==> src/rtl/ws281x_pkg.sv <==
// ---------------------------------------------------------------------------
// ws281x_pkg
// Shared types and helpers for the WS281x chain controller.
//   state_t     : controller FSM states
//   PIX_GRB     : pixel width of a plain RGB strip (G,R,B bytes)
//   PIX_GRBW    : pixel width of an RGBW strip (G,R,B,W bytes)
//   word_pixel  : pixel field [pix_w-1:0] of a RAM list word
//   word_next   : next-pointer field [.. :pix_w] of a RAM list word
// ---------------------------------------------------------------------------
package ws281x_pkg;

   typedef enum logic [2:0] {
      IDLE,
      READ,
      WAIT,
      SEND,
      SYNC
   } state_t;

   localparam int PIX_GRB    = 24;
   localparam int PIX_GRBW   = 32;

   // Words are handed to the helpers zero-extended to this width so one
   // function serves every ADDR_W/PIX_W combination.
   localparam int WORD_MAX_W = 64;

   function automatic logic [31:0] word_pixel(input logic [WORD_MAX_W-1:0] word,
                                              input int pix_w);
      return 32'(word & ((64'd1 << pix_w) - 64'd1));
   endfunction

   function automatic logic [31:0] word_next(input logic [WORD_MAX_W-1:0] word,
                                             input int pix_w);
      return 32'(word >> pix_w);
   endfunction

endpackage

==> src/rtl/ws281x_chain_ctrl_shifter.sv <==
// ---------------------------------------------------------------------------
// ws281x_pix_shifter
// Holds one pixel and presents its bits one at a time.
//   clk_i, rst_n_i : clock, asynchronous active-low reset
//   load_i         : load pix_i and restart the bit count
//   pix_i          : pixel to load
//   msb_first_i    : 1 = present bit PIX_W-1 first, 0 = bit 0 first
//   shift_i        : current bit was accepted, advance to the next one
//   bit_o          : current bit
//   last_o         : current bit is the last one of the pixel
// ---------------------------------------------------------------------------
module ws281x_pix_shifter
   import ws281x_pkg::*;
#(
   parameter  int PIX_W = PIX_GRB,
   localparam int CNT_W = $clog2(PIX_W)
) (
   input  logic             clk_i,
   input  logic             rst_n_i,
   input  logic             load_i,
   input  logic [PIX_W-1:0] pix_i,
   input  logic             msb_first_i,
   input  logic             shift_i,
   output logic             bit_o,
   output logic             last_o
);

   logic [PIX_W-1:0] sreg_q, sreg_d;
   logic [CNT_W-1:0] cnt_q,  cnt_d;

   // The outgoing bit always sits at the end the register shifts away from.
   always_comb begin
      sreg_d = sreg_q;
      cnt_d  = cnt_q;
      if (load_i) begin
         sreg_d = pix_i;
         cnt_d  = '0;
      end else if (shift_i) begin
         sreg_d = msb_first_i ? (sreg_q << 1) : (sreg_q >> 1);
         cnt_d  = cnt_q + CNT_W'(1);
      end
   end

   always_ff @(posedge clk_i or negedge rst_n_i) begin
      if (!rst_n_i) begin
         sreg_q <= '0;
         cnt_q  <= '0;
      end else begin
         sreg_q <= sreg_d;
         cnt_q  <= cnt_d;
      end
   end

   assign bit_o  = msb_first_i ? sreg_q[PIX_W-1] : sreg_q[0];
   assign last_o = (cnt_q == CNT_W'(PIX_W - 1));

endmodule

==> src/rtl/ws281x_chain_ctrl.sv <==
// ---------------------------------------------------------------------------
// ws281x_chain_ctrl
// Walks a linked list of pixel words in RAM and streams their bits to the
// WS281x bit encoder, then holds the line low for the reset/latch period.
//   clk_i, rst_n_i          : clock, asynchronous active-low reset
//   start_i                 : start a frame (only honoured in IDLE)
//   abort_i                 : cut the current frame short, still latch strip
//   loop_i                  : restart the frame after each reset period
//   msb_first_i             : bit order, latched at start
//   head_addr_i             : first list word, latched at start
//   rst_cnt_i               : reset period in cycles (0 acts as 1), latched
//   rd_en_o, rd_addr_o      : RAM read strobe and address
//   rd_data_i               : RAM word {next pointer, pixel}
//   bit_vld_o, bit_data_o   : bit stream towards the encoder
//   bit_rdy_i               : encoder ready
//   busy_o, done_o, err_o   : status (done pulses at end of reset period,
//                             err flags a chain that never returns to head)
//   pix_cnt_o               : pixels fully sent in the current frame
// ---------------------------------------------------------------------------
module ws281x_chain_ctrl
   import ws281x_pkg::*;
#(
   parameter  int ADDR_W  = 6,
   parameter  int PIX_W   = PIX_GRB,
   parameter  int RD_LAT  = 1,
   parameter  int RST_W   = 16,
   parameter  int MAX_PIX = 63,
   localparam int PC_W    = $clog2(MAX_PIX + 1)
) (
   input  logic                    clk_i,
   input  logic                    rst_n_i,
   input  logic                    start_i,
   input  logic                    abort_i,
   input  logic                    loop_i,
   input  logic                    msb_first_i,
   input  logic [ADDR_W-1:0]       head_addr_i,
   input  logic [RST_W-1:0]        rst_cnt_i,
   output logic                    rd_en_o,
   output logic [ADDR_W-1:0]       rd_addr_o,
   input  logic [ADDR_W+PIX_W-1:0] rd_data_i,
   output logic                    bit_vld_o,
   output logic                    bit_data_o,
   input  logic                    bit_rdy_i,
   output logic                    busy_o,
   output logic                    done_o,
   output logic                    err_o,
   output logic [PC_W-1:0]         pix_cnt_o
);

   state_t            state_q,   state_d;
   logic [ADDR_W-1:0] head_q,    head_d;
   logic [ADDR_W-1:0] rd_addr_q, rd_addr_d;
   logic              msb_q,     msb_d;
   logic [RST_W-1:0]  rst_cnt_q, rst_cnt_d;
   logic [RST_W-1:0]  sync_cnt_q, sync_cnt_d;
   logic [1:0]        wait_cnt_q, wait_cnt_d;
   logic              abort_q,   abort_d;
   logic              err_q,     err_d;
   logic [PC_W-1:0]   pix_cnt_q, pix_cnt_d;

   logic              load;
   logic              xfer;
   logic              shift_bit;
   logic              shift_last;
   logic [PIX_W-1:0]  pixel_in;
   logic [ADDR_W-1:0] next_in;
   logic [RST_W-1:0]  sync_len;

   assign pixel_in = PIX_W'(word_pixel(WORD_MAX_W'(rd_data_i), PIX_W));
   assign next_in  = ADDR_W'(word_next(WORD_MAX_W'(rd_data_i), PIX_W));
   assign xfer     = (state_q == SEND) && bit_rdy_i;
   assign sync_len = (rst_cnt_q == '0) ? RST_W'(1) : rst_cnt_q;

   ws281x_pix_shifter #(.PIX_W(PIX_W)) u_shifter (
      .clk_i       (clk_i),
      .rst_n_i     (rst_n_i),
      .load_i      (load),
      .pix_i       (pixel_in),
      .msb_first_i (msb_q),
      .shift_i     (xfer),
      .bit_o       (shift_bit),
      .last_o      (shift_last)
   );

   // Next-state logic. rd_addr doubles as the captured next pointer, so the
   // end-of-list test compares it against the latched head. The SYNC counter
   // is loaded centrally on any entry into SYNC.
   always_comb begin
      state_d    = state_q;
      head_d     = head_q;
      rd_addr_d  = rd_addr_q;
      msb_d      = msb_q;
      rst_cnt_d  = rst_cnt_q;
      sync_cnt_d = sync_cnt_q;
      wait_cnt_d = wait_cnt_q;
      abort_d    = abort_q;
      err_d      = err_q;
      pix_cnt_d  = pix_cnt_q;
      load       = 1'b0;

      case (state_q)
         IDLE: begin
            if (start_i) begin
               head_d    = head_addr_i;
               rd_addr_d = head_addr_i;
               msb_d     = msb_first_i;
               rst_cnt_d = rst_cnt_i;
               err_d     = 1'b0;
               pix_cnt_d = '0;
               abort_d   = 1'b0;
               state_d   = READ;
            end
         end
         READ: begin
            wait_cnt_d = '0;
            state_d    = WAIT;
            if (abort_i) begin
               abort_d = 1'b1;
               state_d = SYNC;
            end
         end
         WAIT: begin
            if (abort_i) begin
               abort_d = 1'b1;
               state_d = SYNC;
            end else if (wait_cnt_q == 2'(RD_LAT - 1)) begin
               load      = 1'b1;
               rd_addr_d = next_in;
               state_d   = SEND;
            end else begin
               wait_cnt_d = wait_cnt_q + 2'd1;
            end
         end
         SEND: begin
            if (xfer && shift_last) begin
               pix_cnt_d = pix_cnt_q + PC_W'(1);
               if (rd_addr_q == head_q) begin
                  state_d = SYNC;
               end else if (pix_cnt_d == PC_W'(MAX_PIX)) begin
                  err_d   = 1'b1;
                  state_d = SYNC;
               end else begin
                  state_d = READ;
               end
            end
            if (abort_i) begin
               abort_d = 1'b1;
               state_d = SYNC;
            end
         end
         SYNC: begin
            if (abort_i) begin
               abort_d = 1'b1;
            end
            if (sync_cnt_q == RST_W'(1)) begin
               if (loop_i && !abort_q && !abort_i) begin
                  rd_addr_d = head_q;
                  pix_cnt_d = '0;
                  state_d   = READ;
               end else begin
                  state_d = IDLE;
               end
            end else begin
               sync_cnt_d = sync_cnt_q - RST_W'(1);
            end
         end
         default: state_d = IDLE;
      endcase

      if ((state_d == SYNC) && (state_q != SYNC)) begin
         sync_cnt_d = sync_len;
      end
   end

   always_ff @(posedge clk_i or negedge rst_n_i) begin
      if (!rst_n_i) begin
         state_q    <= IDLE;
         head_q     <= '0;
         rd_addr_q  <= '0;
         msb_q      <= 1'b0;
         rst_cnt_q  <= '0;
         sync_cnt_q <= '0;
         wait_cnt_q <= '0;
         abort_q    <= 1'b0;
         err_q      <= 1'b0;
         pix_cnt_q  <= '0;
      end else begin
         state_q    <= state_d;
         head_q     <= head_d;
         rd_addr_q  <= rd_addr_d;
         msb_q      <= msb_d;
         rst_cnt_q  <= rst_cnt_d;
         sync_cnt_q <= sync_cnt_d;
         wait_cnt_q <= wait_cnt_d;
         abort_q    <= abort_d;
         err_q      <= err_d;
         pix_cnt_q  <= pix_cnt_d;
      end
   end

   // Outputs decode straight from state so a reset drops them immediately.
   assign rd_en_o    = (state_q == READ);
   assign rd_addr_o  = rd_addr_q;
   assign bit_vld_o  = (state_q == SEND);
   assign bit_data_o = bit_vld_o & shift_bit;
   assign busy_o     = (state_q != IDLE);
   assign done_o     = (state_q == SYNC) && (sync_cnt_q == RST_W'(1));
   assign err_o      = err_q;
   assign pix_cnt_o  = pix_cnt_q;

endmodule

==> config.mk <==
export PLATFORM = sky130hd
export DESIGN_NAME = ws281x_chain_ctrl
export DESIGN_NICKNAME = d
export VERILOG_FILES = /design/src/rtl/ws281x_pkg.sv /design/src/rtl/ws281x_chain_ctrl_shifter.sv /design/src/rtl/ws281x_chain_ctrl.sv
export SDC_FILE = /design/constraint.sdc
export NUM_CORES = 1
export LEC_CHECK = 0
export ABC_AREA = 1
export CORE_ASPECT_RATIO = 1.4
export CORE_MARGIN = 5
export CORE_UTILIZATION = 45
export CTS_BUF_LIST = sky130_fd_sc_hd__clkbuf_4
export DETAILED_ROUTE_END_ITERATION = 8
export PLACE_DENSITY = 0.73
export SLEW_MARGIN = 0
export SYNTH_ARGS = -nofsm -noshare
export SYNTH_HDL_FRONTEND = slang
export SYNTH_SLANG_ARGS = --single-unit
==> constraint.sdc <==
create_clock -name clk_i -period 1.8 [get_ports clk_i]
set_input_delay 0.27 -clock clk_i [delete_from_list [all_inputs] [get_ports clk_i]]
set_output_delay 0.27 -clock clk_i [all_outputs]
set_load 0.02 [all_outputs]
After elaboration in Yosys (flattened, before gate mapping)

Cells that the tools add are included.

Register bits: 87
Bits of input ports: 59
Output and inout bits: 18
Logic and storage cells: 110

$add $sub $neg: 4
Equal/unequal tests: 21
Multiplexer cells: 45
Bitwise gates (word level): 1
Reductions and logical operators: 27

Operator list:

| operator              | count |
|---|---|
| $mux 24               | 3 |
| $mux 16               | 4 |
| $mux 6                | 9 |
| $pmux 6 s3            | 2 |
| $mux 3                | 9 |
| $eq 16x1->1 const B   | 1 |
| $logic_not 16->1      | 1 |
| $sub 16x1->16 const B | 1 |
| $pmux 3 s5            | 1 |
| $ne 2x2->1 const B    | 7 |
| $mux 1                | 10 |
| $mux 5                | 2 |
| $reduce_and 5->1      | 2 |
| $reduce_bool 2->1     | 5 |
| $reduce_bool 3->1     | 3 |
| $ne 2x1->1 const B    | 4 |
| $add 6x1->6 const B   | 1 |
| $eq 3x2->1 const B    | 2 |
| $eq 3x3->1 const B    | 2 |
| $eq 6x6->1            | 1 |
| $eq 6x6->1 const B    | 1 |
| $logic_and 1x1->1     | 6 |
| $reduce_and 3->1      | 2 |
| $reduce_and 6->1      | 1 |
| 14 further kinds      | 18 |

Longest topological paths before layout

Gate-level depths: netlist (run 1).

Depth in word-level cells: 11
Mapped depth: 14
Gate-level depth less buffers: 14

Cells and area by module

From an unflattened synthesis (run 1), not the netlist that was laid out.

Cell total of the unflattened synthesis: 683
Area, all modules: 5,137.4 um2

By module, submodules not included:

| module             | times used | cells each | area an instance (um2) | seq. area each (um2) |
|---|---|---|---|---|
| ws281x_chain_ctrl  | 1          | 425        | 3,344.5                | 1,451.4 |
| ws281x_pix_shifter | 1          | 258        | 1,793.0                | 725.7 |

Worst setup path before layout (run 1)

No wires, ideal clock.

Path type: register to register
Start: reg state_q[1]
End: reg sync_cnt_q[3]
Library setup time: 0.122 ns
Data arrival time: 1.878 ns
Data required time: 1.678 ns
Slack: -0.200 ns
Cell stages (with the launch flop): 10
Buffers on the path: 1
Clock period less this slack: 2.000 ns
Cell sequence: dfrtp_1 -> nor3_1 -> inv_1 -> a21oi_1 -> nor2_4 -> nand2_4 -> buf_6 -> nand3_1 -> nand2_1 -> nor2_1

Elaborated cells on any way between the ends: 21
Classes of those cells: eq/ne (7); mux (8); reduce/logical (6)

RTL lines:

| element                                                   | line                     | text |
|---|---|---|
| from (decl)                                               | ws281x_chain_ctrl.sv:50  | `state_t state_q, state_d;` |
| from (signal assigned)                                    | ws281x_chain_ctrl.sv:188 | `state_q <= state_d;` |
| $eq 3x1->1 *                                              | --                       |  |
| named net rd_en_o                                         | ws281x_chain_ctrl.sv:38  | `output logic rd_en_o,` |
| $pmux 3 s5 *                                              | ws281x_chain_ctrl.sv:101 | `case (state_q)` |
| $eq 3x3->1 *                                              | ws281x_chain_ctrl.sv:170 | `if ((state_d == SYNC) && (state_q != SYNC)) begin` |
| $logic_and 1x1->1 *                                       | ws281x_chain_ctrl.sv:170 |  |
| $ne 2x1->1 (no line) or $reduce_bool 2->1 (tied branches) | --                       |  |
| $reduce_and 2->1 (no line)                                | --                       |  |
| to (signal assigned)                                      | ws281x_chain_ctrl.sv:193 | `sync_cnt_q <= sync_cnt_d;` |
| to (decl)                                                 | ws281x_chain_ctrl.sv:55  | `logic [RST_W-1:0] sync_cnt_q, sync_cnt_d;` |

The timed path passes the listed nets; every way through them passes the cells marked *.
A chain may end at the register's enable or synchronous reset.

Worst setup path in the final report (run 1)

Start: reg sync_cnt_q[5]
End: reg sync_cnt_q[12]

Word-level cells in the longest chain between the ends: 7
Elaborated cells on any way between the ends: 12
Classes of those cells: add/sub (1); eq/ne (3); mux (5); reduce/logical (3)

Ends and longest elaborated chain:

| element                                                   | line                     | text |
|---|---|---|
| $eq 16x1->1                                               | ws281x_chain_ctrl.sv:155 | `if (sync_cnt_q == RST_W'(1)) begin` |
| $mux 3                                                    | ws281x_chain_ctrl.sv:155 |  |
| $pmux 3 s5                                                | ws281x_chain_ctrl.sv:101 |  |
| $eq 3x3->1                                                | ws281x_chain_ctrl.sv:170 |  |
| $logic_and 1x1->1                                         | ws281x_chain_ctrl.sv:170 |  |
| $ne 2x1->1 (no line) or $reduce_bool 2->1 (tied branches) | --                       |  |
| $reduce_and 2->1 (no line)                                | --                       |  |

Several ways; a longest one is shown, not always the timed one. The select of a mux whose other input is x is not followed.

==> metrics, run 1 <==
Vias around 4900; CTS tree built; fin area 7160 µm²; Layout Utilization 68.8%; Worst setup endpoint sync_cnt_q[12]$_DFFE_PN0P_; total stage count of the critical path 12; setup_tns -3.09 ns; GRT Overall Usage between 20% and 30%; reg-to-reg setup timing slack -0.23 ns; H-tree depth 3; mean area per synthesized cell 8.13 µm²; Reg-to-Reg Start sync_cnt_q[5]$_DFFE_PN0P_; antenna cells 0; max incr delay on CP about 0.42 ns; Synth Register Bits 87; number of synthesized flops with an enable pin 0; r2r endpoint sync_cnt_q[12]$_DFFE_PN0P_; CTS Buf Count 9; drt wl/cell approximately 17 µm; Die ar. 12800 µm²; Max Slew Vio Count 0; Max Cap Violations 0; final period utilization 113%; Post-DP HPWL just over 10000 µm; Pre-antenna DRT Iters 5; Max Root-Sink Buffers 2; largest net degree at the start of global routing between 40 and 50; crit-path cells nor2_2 > buf_4 > nand4_1 > nor3_4 > nor2_4 > nor2_4 > nand2_8 > buf_12 > buf_4 > nand3_2 > nand2_1 > nand2_1; Post-route DRC 0; Final Hold Vio Count 0; crit path launch type flop; RSZ-0062 raised after global routing true; placed instance area approximately 6300 µm²; final setup fails 29; Ports just under 80; area delta synth->final 49.6%; Async S/R FF share, synth 100%; vias in the first global route 5048; layout cell share with drive strength beyond 1 29.4%; Slew headroom about two thirds; DR vias/cell about 5.4; Unique masters post-synth 49; Critical Path RT 2.19 ns; Rows 44; pwr dens roughly 1600 nW/µm²; gr ovfl total 0; # fillers roughly 770; RD Place Congestion about 0.95; clock-pin slew on the worst setup and hold paths approximately 0.14 ns; setup ws final -0.230 ns; worst-path fanout max 4; Die X 97.1 µm; first-pass GRT wire length ~23000 µm; CP top delay family simple AND/OR/NAND/NOR gates; Die Y 132 µm; Routed Antenna Nets 0; Seq/Total Area, Yosys approximately 46%; Final nets around 830; Mapped Area around 4800 µm²; Peak supply drop ~700 µV; violated checks setup timing; run status finished with violations; Critical-path top delay cell dfrtp_1; synth top area cells dfrtp_1, nand2_1, o21ai_0; # clock sinks just under 90; Critical Path Sink Type flop; overall routed net length roughly 15000 µm; critical path launch point sync_cnt_q[5]$_DFFE_PN0P_; leading area contributor after synthesis dfrtp_1; Critical path buffers and inverters 3; clock latency on the worst-skew pair around 0.46 ns; P_leak approximately 3.4 nW; WS Path Type flop to flop; Port Buf Inserts 76; fin crit period 2.03 ns; violation count after the first detailed-route iteration about 230; Tightest Pin Transition around 0.50 ns; initial antenna violation count 0; Min-Delay Path Class input pin to async pin; core area about 10000 µm²; R2R depth 12; synth cell count leaders nand2_1, dfrtp_1, inv_1; Max Fclk roughly 0.5 GHz; Synth Warn # 0; Main synth FF type dfrtp_1; Syn Nets roughly 650; root buf cell clkbuf_4; Post-Syn Instances approximately 590; clk_skew 0.0165 ns; Post-Place Setup Slack -0.242 ns; critical path arrival around 2.4 ns; Starting Density between 40% and 50%; count leader, synth nand2_1; Synth top area share a little under half
## placed cells by master, fill, tap and decap left out, types with 7 or more instances in the layout
cell type,n
dfrtp_1,82
clkbuf_4,13
nor2_4,9
xor2_1,17
o221ai_1,9
o21ai_0,36
inv_1,48
clkdlybuf4s50_1,59
buf_4,90
nor2_2,8
nand3_1,10
nand2_1,154
o211ai_1,18
nor2_1,28
nand2_2,17
buf_6,15
a21oi_1,16
o21ai_1,9
a2bb2oi_1,7
nand3_2,15
## area by class of cell
class	instances	area [µm²]	share of cell area, %
clock buffer	12	90.1	1.26
clock inverter	3	68.8	0.962
inverter	63	269	3.76
multi-input combinational	418	2630	36.8
sequential	87	2180	30.5
tap	138	173	2.41
timing repair buffer	186	1730	24.1
timing repair inverter	1	16.3	0.227
## routing by layer
layer	up-vias	wire length [µm]	track usage [%]
li1	2309	-	-
met1	2337	5430	24.7
met2	192	8010	40.3
met3	65	759	3.39
met4	0	857	13.7
met5	-	0	0
## cells by family (layout without fill, tap and decap cells)
family / after synthesis / in the layout / synth area share [%]
multiplexers: 6 / 6 / 1.26
flip-flops: 87 / 87 / 45.5
AND/OR/NAND/NOR: 273 / 273 / 26.2
adder cells (fa/ha/maj): 6 / 6 / 1.57
XOR/XNOR: 18 / 18 / 3.30
buffers and inverters: 83 / 265 / 6.98
AO/OA/AOI/OAI: 115 / 115 / 15.2
## what timing repair did
action | CTS | global route
gates resized for setup | 93 | 68
hold buffers | 1 | 0
endpoints found under the hold margin | 35 | 0
pin swaps | 24 | 35
setup endpoints to repair | 40 | 79
buffers inserted | 17 | 13
cloned | 2 | 1
## power breakdown
group / internal (mW) / switching [mW] / total [mW]
sequential: 2.81 / 0.716 / 3.53
clock: 0.607 / 0.673 / 1.28
combinational: 3.11 / 3.65 / 6.76
## metrics by stage
| step | hold slack, ns | total power, mW | cells |
|---|---|---|---|
| finish | 0.305 | 11.6 | 908 |
| global route | 0.333 | 12.3 | 908 |
| CTS | 0.297 | 10.8 | 896 |
| detailed placement | 0.271 | 8.74 | 863 |
| global placement | 0.273 | 8.53 | 863 |
| floorplan | -0.0256 | 6.60 | 588 |
## sequential cells by signal, summed over array words and instances (netlist names), 2 cells and up
register and count:
head_q 6, pix_cnt_o 6, rd_addr_o 6, rst_cnt_q 16
state_q 3, sync_cnt_q 16, u_shifter.cnt_q 5, u_shifter.sreg_q 24
wait_cnt_q 2
## how the worst min path moves through the flow
| stage | endpoint | start | depth (start not counted) |
|---|---|---|---|
| 2_1_floorplan | abort_q$_DFFE_PN0P_ | rst_n_i | 0 |
| 4_1_cts | rst_cnt_q[14]$_DFFE_PN0P_ | rst_n_i | 2 |
| 3_3_place_gp | rst_cnt_q[14]$_DFFE_PN0P_ | rst_n_i | 1 |
| 6_report | rst_cnt_q[14]$_DFFE_PN0P_ | rst_n_i | 2 |
| 3_5_place_dp | rst_cnt_q[14]$_DFFE_PN0P_ | rst_n_i | 1 |
| 5_1_grt | rst_cnt_q[14]$_DFFE_PN0P_ | rst_cnt_i[14] | 3 |
Note: power is estimated with default switching activity, not from simulation.
==> run 2, diff against run 1 <==
Settings changed: CTS_BUF_LIST sky130_fd_sc_hd__clkbuf_4 to sky130_fd_sc_hd__clkbuf_2 sky130_fd_sc_hd__clkbuf_4 sky130_fd_sc_hd__clkbuf_8.
==> metrics, run 2 (same netlist as run 1, synthesis figures left out) <==
GRT Overall Usage 21.6% (-0.86 points); Reg with most FFs u_shifter.sreg_q; largest registers u_shifter.sreg_q (24), rst_cnt_q (16), sync_cnt_q (16); Post-DP HPWL 10300 µm (unchanged); # clock sinks 87 (unchanged); final period utilization 107% (-6.0 points); Max Fclk 0.521 GHz (+5.7%); Min-Delay Path Class input pin to async pin; Die X 97.1 µm (unchanged); overall routed net length 14500 µm (-3.6%); Slew headroom 66.2% (-0.47 points); layout cell share with drive strength beyond 1 27.0% (-2.3 points); CTS Buf Count 9 (unchanged); Pre-antenna DRT Iters 5 (unchanged); P_leak 3.28 nW (-2.5%); critical path arrival 2.18 ns (-0.24 ns); antenna cells 0 (unchanged); violated checks setup timing; reg-to-reg setup timing slack -0.12 ns (+0.11 ns); most common cell after layout, fill and taps aside nand2_1; R2R depth 10 (-2); WS Path Type flop to flop; initial antenna violation count 0 (unchanged); flip-flop count of the largest register after layout 24 (unchanged); Peak supply drop 707 µV (+0.96%); Port Buf Inserts 76 (unchanged); Max Slew Vio Count 0 (unchanged); Die Y 132 µm (unchanged); Starting Density 46.0% (unchanged); Max Root-Sink Buffers 2 (unchanged); drt wl/cell 16.1 µm (-2.8%); violation count after the first detailed-route iteration 266 (+17%); DR vias/cell 5.37 (-0.49%); Routed Antenna Nets 0 (unchanged); area delta synth->final 46.8%; Max Cap Violations 0 (unchanged); Final Hold Vio Count 0 (unchanged); RD Place Congestion 0.954 (unchanged); largest net degree at the start of global routing 43 (unchanged); r2r endpoint sync_cnt_q[9]$_DFFE_PN0P_; Post-Place Setup Slack -0.242 ns (unchanged); Vias 4836 (-1.4%); Placed Cells 863 (unchanged); Critical Path Sink Type flop; vias in the first global route 4921 (-2.5%); root buf cell clkbuf_8; Final nets 823 (-0.96%); worst-path fanout max 9 (+5); H-tree depth 3 (unchanged); post-route insts no fill 900 (-0.88%); pwr dens 1600 nW/µm² (-0.78%); crit path launch type flop; CTS tree built; # fillers 800 (+4.2%); setup ws final -0.121 ns (+0.109 ns); first-pass GRT wire length 22600 µm (-3.2%); Die ar. 12800 µm² (unchanged); Critical Path RT 2.06 ns (-0.13 ns); core area 10400 µm² (unchanged); Tightest Pin Transition 0.508 ns (+0.00704 ns); clock latency on the worst-skew pair 0.37 ns (-0.09 ns); Rows 44 (unchanged); clock-pin slew on the worst setup and hold paths 0.09 ns (-0.05 ns); clk_skew 0.0121 ns (-0.00442 ns); most frequent cells in the layout nand2_1, buf_4, dfrtp_1, clkdlybuf4s50_1, inv_1; fin crit period 1.92 ns (-0.109 ns); Post-route DRC 0 (unchanged); RSZ-0062 raised after global routing true; run status finished with violations; Ports 77 (unchanged); final setup fails 16 (-45%); Reg-to-Reg Start sync_cnt_q[8]$_DFFE_PN0P_; gr ovfl total 0 (unchanged)
## run 2: cell count changes in the layout (fill, tap and decap cells not counted), sizes merged, moves of 2 or more
cell           delta
buf              -10
clkdlybuf4s15     +2
clkinv            -2
clkdlybuf4s50     +8
dlymetal6s2s      -5
dlygate4sd2       -2
## run 2: worst max-delay path: stages, from the launching register on
cell,delay [ns]
dfrtp_1,0.42
buf_4,0.17
nor2_4,0.11
nand2_2,0.08
nor3_4,0.28
nor2_4,0.08
nor2_4,0.18
nand2_8,0.11
buf_12,0.17
nand3_1,0.09
o211ai_1,0.10
## run 2: layout make-up
type / instances / area [µm²] / share of cell area (%)
Sequential cell: 87 / 2180 / 31.1
Tap cell: 138 / 173 / 2.46
Clock inverter: 3 / 68.8 / 0.980
Clock buffer: 12 / 146 / 2.08
Multi-Input combinational cell: 418 / 2590 / 36.8
Inverter: 63 / 256 / 3.65
Timing Repair Buffer: 179 / 1610 / 22.9
## run 2: per-stage QoR
stage | util [%] | area, µm² | total power [mW] | TNS (ns) | hold slack, ns
after floorplan | - | 4820 | 6.60 | 0 | -0.0256
after global placement | 60.6 | 6300 | 8.53 | -2.58 | 0.273
after detailed placement | 60.6 | 6300 | 8.74 | -3.56 | 0.271
after CTS | 64.8 | 6740 | 10.7 | -0.388 | 0.403
after global routing | 67.5 | 7020 | 12.0 | -3.68 | 0.445
final | 67.5 | 7020 | 11.3 | -0.752 | 0.406
## run 2: metal layers
layer / wire length [µm] / global-route usage [%] / part of all wire [%]
met1: 5350 / 23.9 / 37
met2: 7750 / 39.0 / 53
met3: 686 / 3.18 / 4.7
met4: 724 / 12.5 / 5.0
met5: 0 / 0 / 0
## run 2: worst max-delay path by stage
stage | from | end | slack, ns | cells after the start
6_report | sync_cnt_q[8]$_DFFE_PN0P_ | sync_cnt_q[9]$_DFFE_PN0P_ | -0.12 | 10
5_1_grt | sync_cnt_q[5]$_DFFE_PN0P_ | sync_cnt_q[9]$_DFFE_PN0P_ | -0.21 | 10
4_1_cts | sync_cnt_q[1]$_DFFE_PN0P_ | done_o | -0.06 | 5
3_5_place_dp | bit_rdy_i | pix_cnt_o[1]$_DFFE_PN0P_ | -0.24 | 10
3_3_place_gp | bit_rdy_i | pix_cnt_o[3]$_DFFE_PN0P_ | -0.16 | 10
2_1_floorplan | sync_cnt_q[7]$_DFFE_PN0P_ | rd_addr_o[0]$_DFFE_PN0P_ | 0.002 | 8
## run 2: repair_timing
| action | CTS | global route |
|---|---|---|
| resized for setup | 57 | 56 |
| endpoints found under the setup margin | 31 | 71 |
| cloned | 0 | 2 |
| buffers inserted | 9 | 10 |
| hold buffers | 1 | 0 |
| pin swaps | 16 | 24 |
| hold endpoints to repair | 35 | 0 |
## run 2: power by group
group / switching [mW] / internal (mW) / leakage (nW)
combinational: 3.41 / 2.80 / 2.10
sequential: 0.706 / 2.82 / 1.07
clock: 0.704 / 0.824 / 0.111
==> run 3, diff against run 2 <==
Settings changed: PLACE_DENSITY 0.73 to 0.72.
==> metrics, run 3 (same netlist as run 1, synthesis figures left out) <==
Vias 4972 (+2.8%); # fillers 711 (-11%); placed instance area 6310 µm² (about the same); GRT Overall Usage 23.9% (+2.3 points); storage element area 2180 µm² (-0.11%); first-pass GRT wire length 24700 µm (+9.2%); clock latency on the worst-skew pair 0.39 ns (+0.02 ns); # clock sinks 87 (unchanged); Critical path buffers and inverters 2 (unchanged); Tightest Pin Transition 0.543 ns (+0.0349 ns); crit path launch type flop; layout cell share with drive strength beyond 1 32.2% (+5.2 points); pwr dens 1660 nW/µm² (+3.5%); Max Root-Sink Buffers 2 (unchanged); Pre-antenna DRT Iters 5 (unchanged); overall routed net length 16100 µm (+11%); Final Hold Vio Count 0 (unchanged); largest net degree at the start of global routing 36 (-16%); fin crit period 1.99 ns (+0.0714 ns); Die Y 132 µm (unchanged); Reg with most FFs u_shifter.sreg_q; final period utilization 111% (+4.0 points); clock power share 12.7% (-0.9 points); clk_skew 0.0112 ns (-0.000881 ns); violation count after the first detailed-route iteration 346 (+30%); Post-route DRC 0 (unchanged); most common cell after layout, fill and taps aside nand2_1; area delta synth->final 55.2%; core area 10400 µm² (unchanged); Die ar. 12800 µm² (unchanged); gr ovfl total 0 (unchanged); Critical Path Sink Type flop; Flop pwr share 28.6% (-2.7 points); clock-pin slew on the worst setup and hold paths 0.09 ns (about the same); Ports 77 (unchanged); WS Path Type flop to flop; area of the multi-input gates 2750 µm² (+6.1%); Post-DP HPWL 10100 µm (-1.7%); root buf cell clkbuf_8; Layout Utilization 71.3% (+3.8 points); max incr delay on CP 0.43 ns (about the same); antenna cells 0 (unchanged); Peak supply drop 844 µV (+19%); H-tree depth 3 (unchanged); worst-path fanout max 7 (-2); fin area 7420 µm² (+5.7%); Max Fclk 0.502 GHz (-3.6%); Port Buf Inserts 76 (unchanged); Rows 44 (unchanged); Comb power frac 58.7% (+3.6 points); Critical Path RT 2.07 ns (about the same); CP top delay family simple AND/OR/NAND/NOR gates; most frequent cells in the layout nand2_1, buf_4, dfrtp_1, clkdlybuf4s50_1, inv_1; P_leak 3.48 nW (+6.2%); Slew headroom 63.8% (-2.3 points); vias in the first global route 5201 (+5.7%); run status finished with violations; violated checks setup timing; Max Slew Vio Count 0 (unchanged); internal power 6.91 mW (+7.2%); DR vias/cell 5.42 (+0.91%); CTS Buf Count 9 (unchanged); crit-path cells ha_4 > nand3_2 > xnor2_2 > nand3_2 > nand2_1 > nand2_1 > nand2_2 > nand2_4 > nand2_8 > buf_6 > buf_6 > nand3_4 > nand2_2 > nand2_1; Min-Delay Path Class input pin to async pin; largest registers u_shifter.sreg_q (24), rst_cnt_q (16), sync_cnt_q (16); Post-Place Setup Slack -0.192 ns (+0.0505 ns); initial antenna violation count 0 (unchanged); Max Cap Violations 0 (unchanged); RSZ-0062 raised after global routing true; Routed Antenna Nets 0 (unchanged); CTS tree built; most frequent CP cell nand2_1; critical path arrival 2.27 ns (+0.09 ns); flip-flop count of the largest register after layout 24 (unchanged); Final nets 839 (+1.9%); drt wl/cell 17.6 µm (+9.2%); final setup fails 30 (+14); Critical-path top delay cell dfrtp_2; Sw Pwr 5.41 mW (+12%); switching share of total power 43.9% (+1.1 points); setup ws final -0.192 ns (-0.0714 ns); Die X 97.1 µm (unchanged); Starting Density 46.0% (unchanged); RD Place Congestion 0.933 (-2.1%)
==> run 3: changes by cell type in the layout (fill, tap and decap cells not counted), moves of 6 or more <==
| cell | delta |
|---|---|
| nand2_1 | -9 |
| a21oi_1 | -7 |
| nand3_1 | -6 |
| o21ai_1 | +6 |
| nor2_1 | -8 |
| buf_6 | +15 |
| nor2_4 | +6 |
| a21oi_2 | +6 |
| nand2_2 | +6 |
==> run 3: what timing repair did <==
action                                 in CTS  in global routing
endpoints found under the hold margin      32                  0
setup endpoints to repair                  52                 78
cloned                                      3                  0
gates resized for setup                    98                 86
buffers inserted                           24                 17
pin swaps                                  32                 40
hold buffers                                1                  0
==> run 3: power by group through the flow <==
stage | Sequential [mW] | Clock (mW) | Combinational (mW)
after floorplan | 3.43 | 0 | 3.17
after global placement | 3.43 | 0 | 5.11
after detailed placement | 3.45 | 0 | 5.27
after CTS | 3.46 | 1.56 | 6.45
after global routing | 3.60 | 1.67 | 7.84
final | 3.52 | 1.57 | 7.23
==> run 3: area by class of cell <==
type	count	share of cell area, %
clock inverter	7	1.28
tap	138	2.33
clock buffer	9	1.67
inverter	63	3.62
multi-input combinational	418	37.0
timing repair inverter	1	0.118
timing repair buffer	194	24.6
sequential	87	29.4
==> run 3: per-layer routing <==
layer	track usage, %	share of wire (%)	wire length [µm]
met5	0	0	0
met4	12.7	5.3	852
met3	5.51	5.9	954
met2	42.9	53	8600
met1	25.7	36	5740
==> run 3: path summary, 6_finish.rpt <==
check	startpoint	to	slack [ns]	cells after the start
worst min-delay path	rst_n_i	sync_cnt_q[13]$_DFFE_PN0P_	0.40	2
worst max register to register	pix_cnt_o[0]$_DFFE_PN0P_	sync_cnt_q[7]$_DFFE_PN0P_	-0.19	14
min in group clk_i	rst_cnt_i[1]	rst_cnt_q[1]$_DFFE_PN0P_	0.41	3
max in group asynchronous	rst_n_i	sync_cnt_q[15]$_DFFE_PN0P_	0.84	3
worst max-delay path	pix_cnt_o[0]$_DFFE_PN0P_	sync_cnt_q[7]$_DFFE_PN0P_	-0.19	14
worst min register to register	u_shifter.cnt_q[4]$_DFFE_PN0P_	u_shifter.cnt_q[4]$_DFFE_PN0P_	0.49	1
==> run 3: through the flow <==
| step | hold WS (ns) | instances | total power [mW] | setup TNS, ns |
|---|---|---|---|---|
| final | 0.403 | 917 | 12.3 | -2.85 |
| after floorplan | -0.0256 | 588 | 6.60 | 0 |
| after global placement | 0.275 | 862 | 8.54 | -3.49 |
| after CTS | 0.417 | 906 | 11.5 | -2.00 |
| after detailed placement | 0.282 | 862 | 8.72 | -5.70 |
| after global routing | 0.411 | 917 | 13.1 | -5.95 |
==> run 3: worst reg2reg max path: stages, from the launching register on <==
cell and delay (ns):
dfrtp_2 0.43, ha_4 0.18, nand3_2 0.09, xnor2_2 0.25
nand3_2 0.11, nand2_1 0.07, nand2_1 0.07, nand2_2 0.10
nand2_4 0.08, nand2_8 0.12, buf_6 0.12, buf_6 0.10
nand3_4 0.05, nand2_2 0.06, nand2_1 0.06
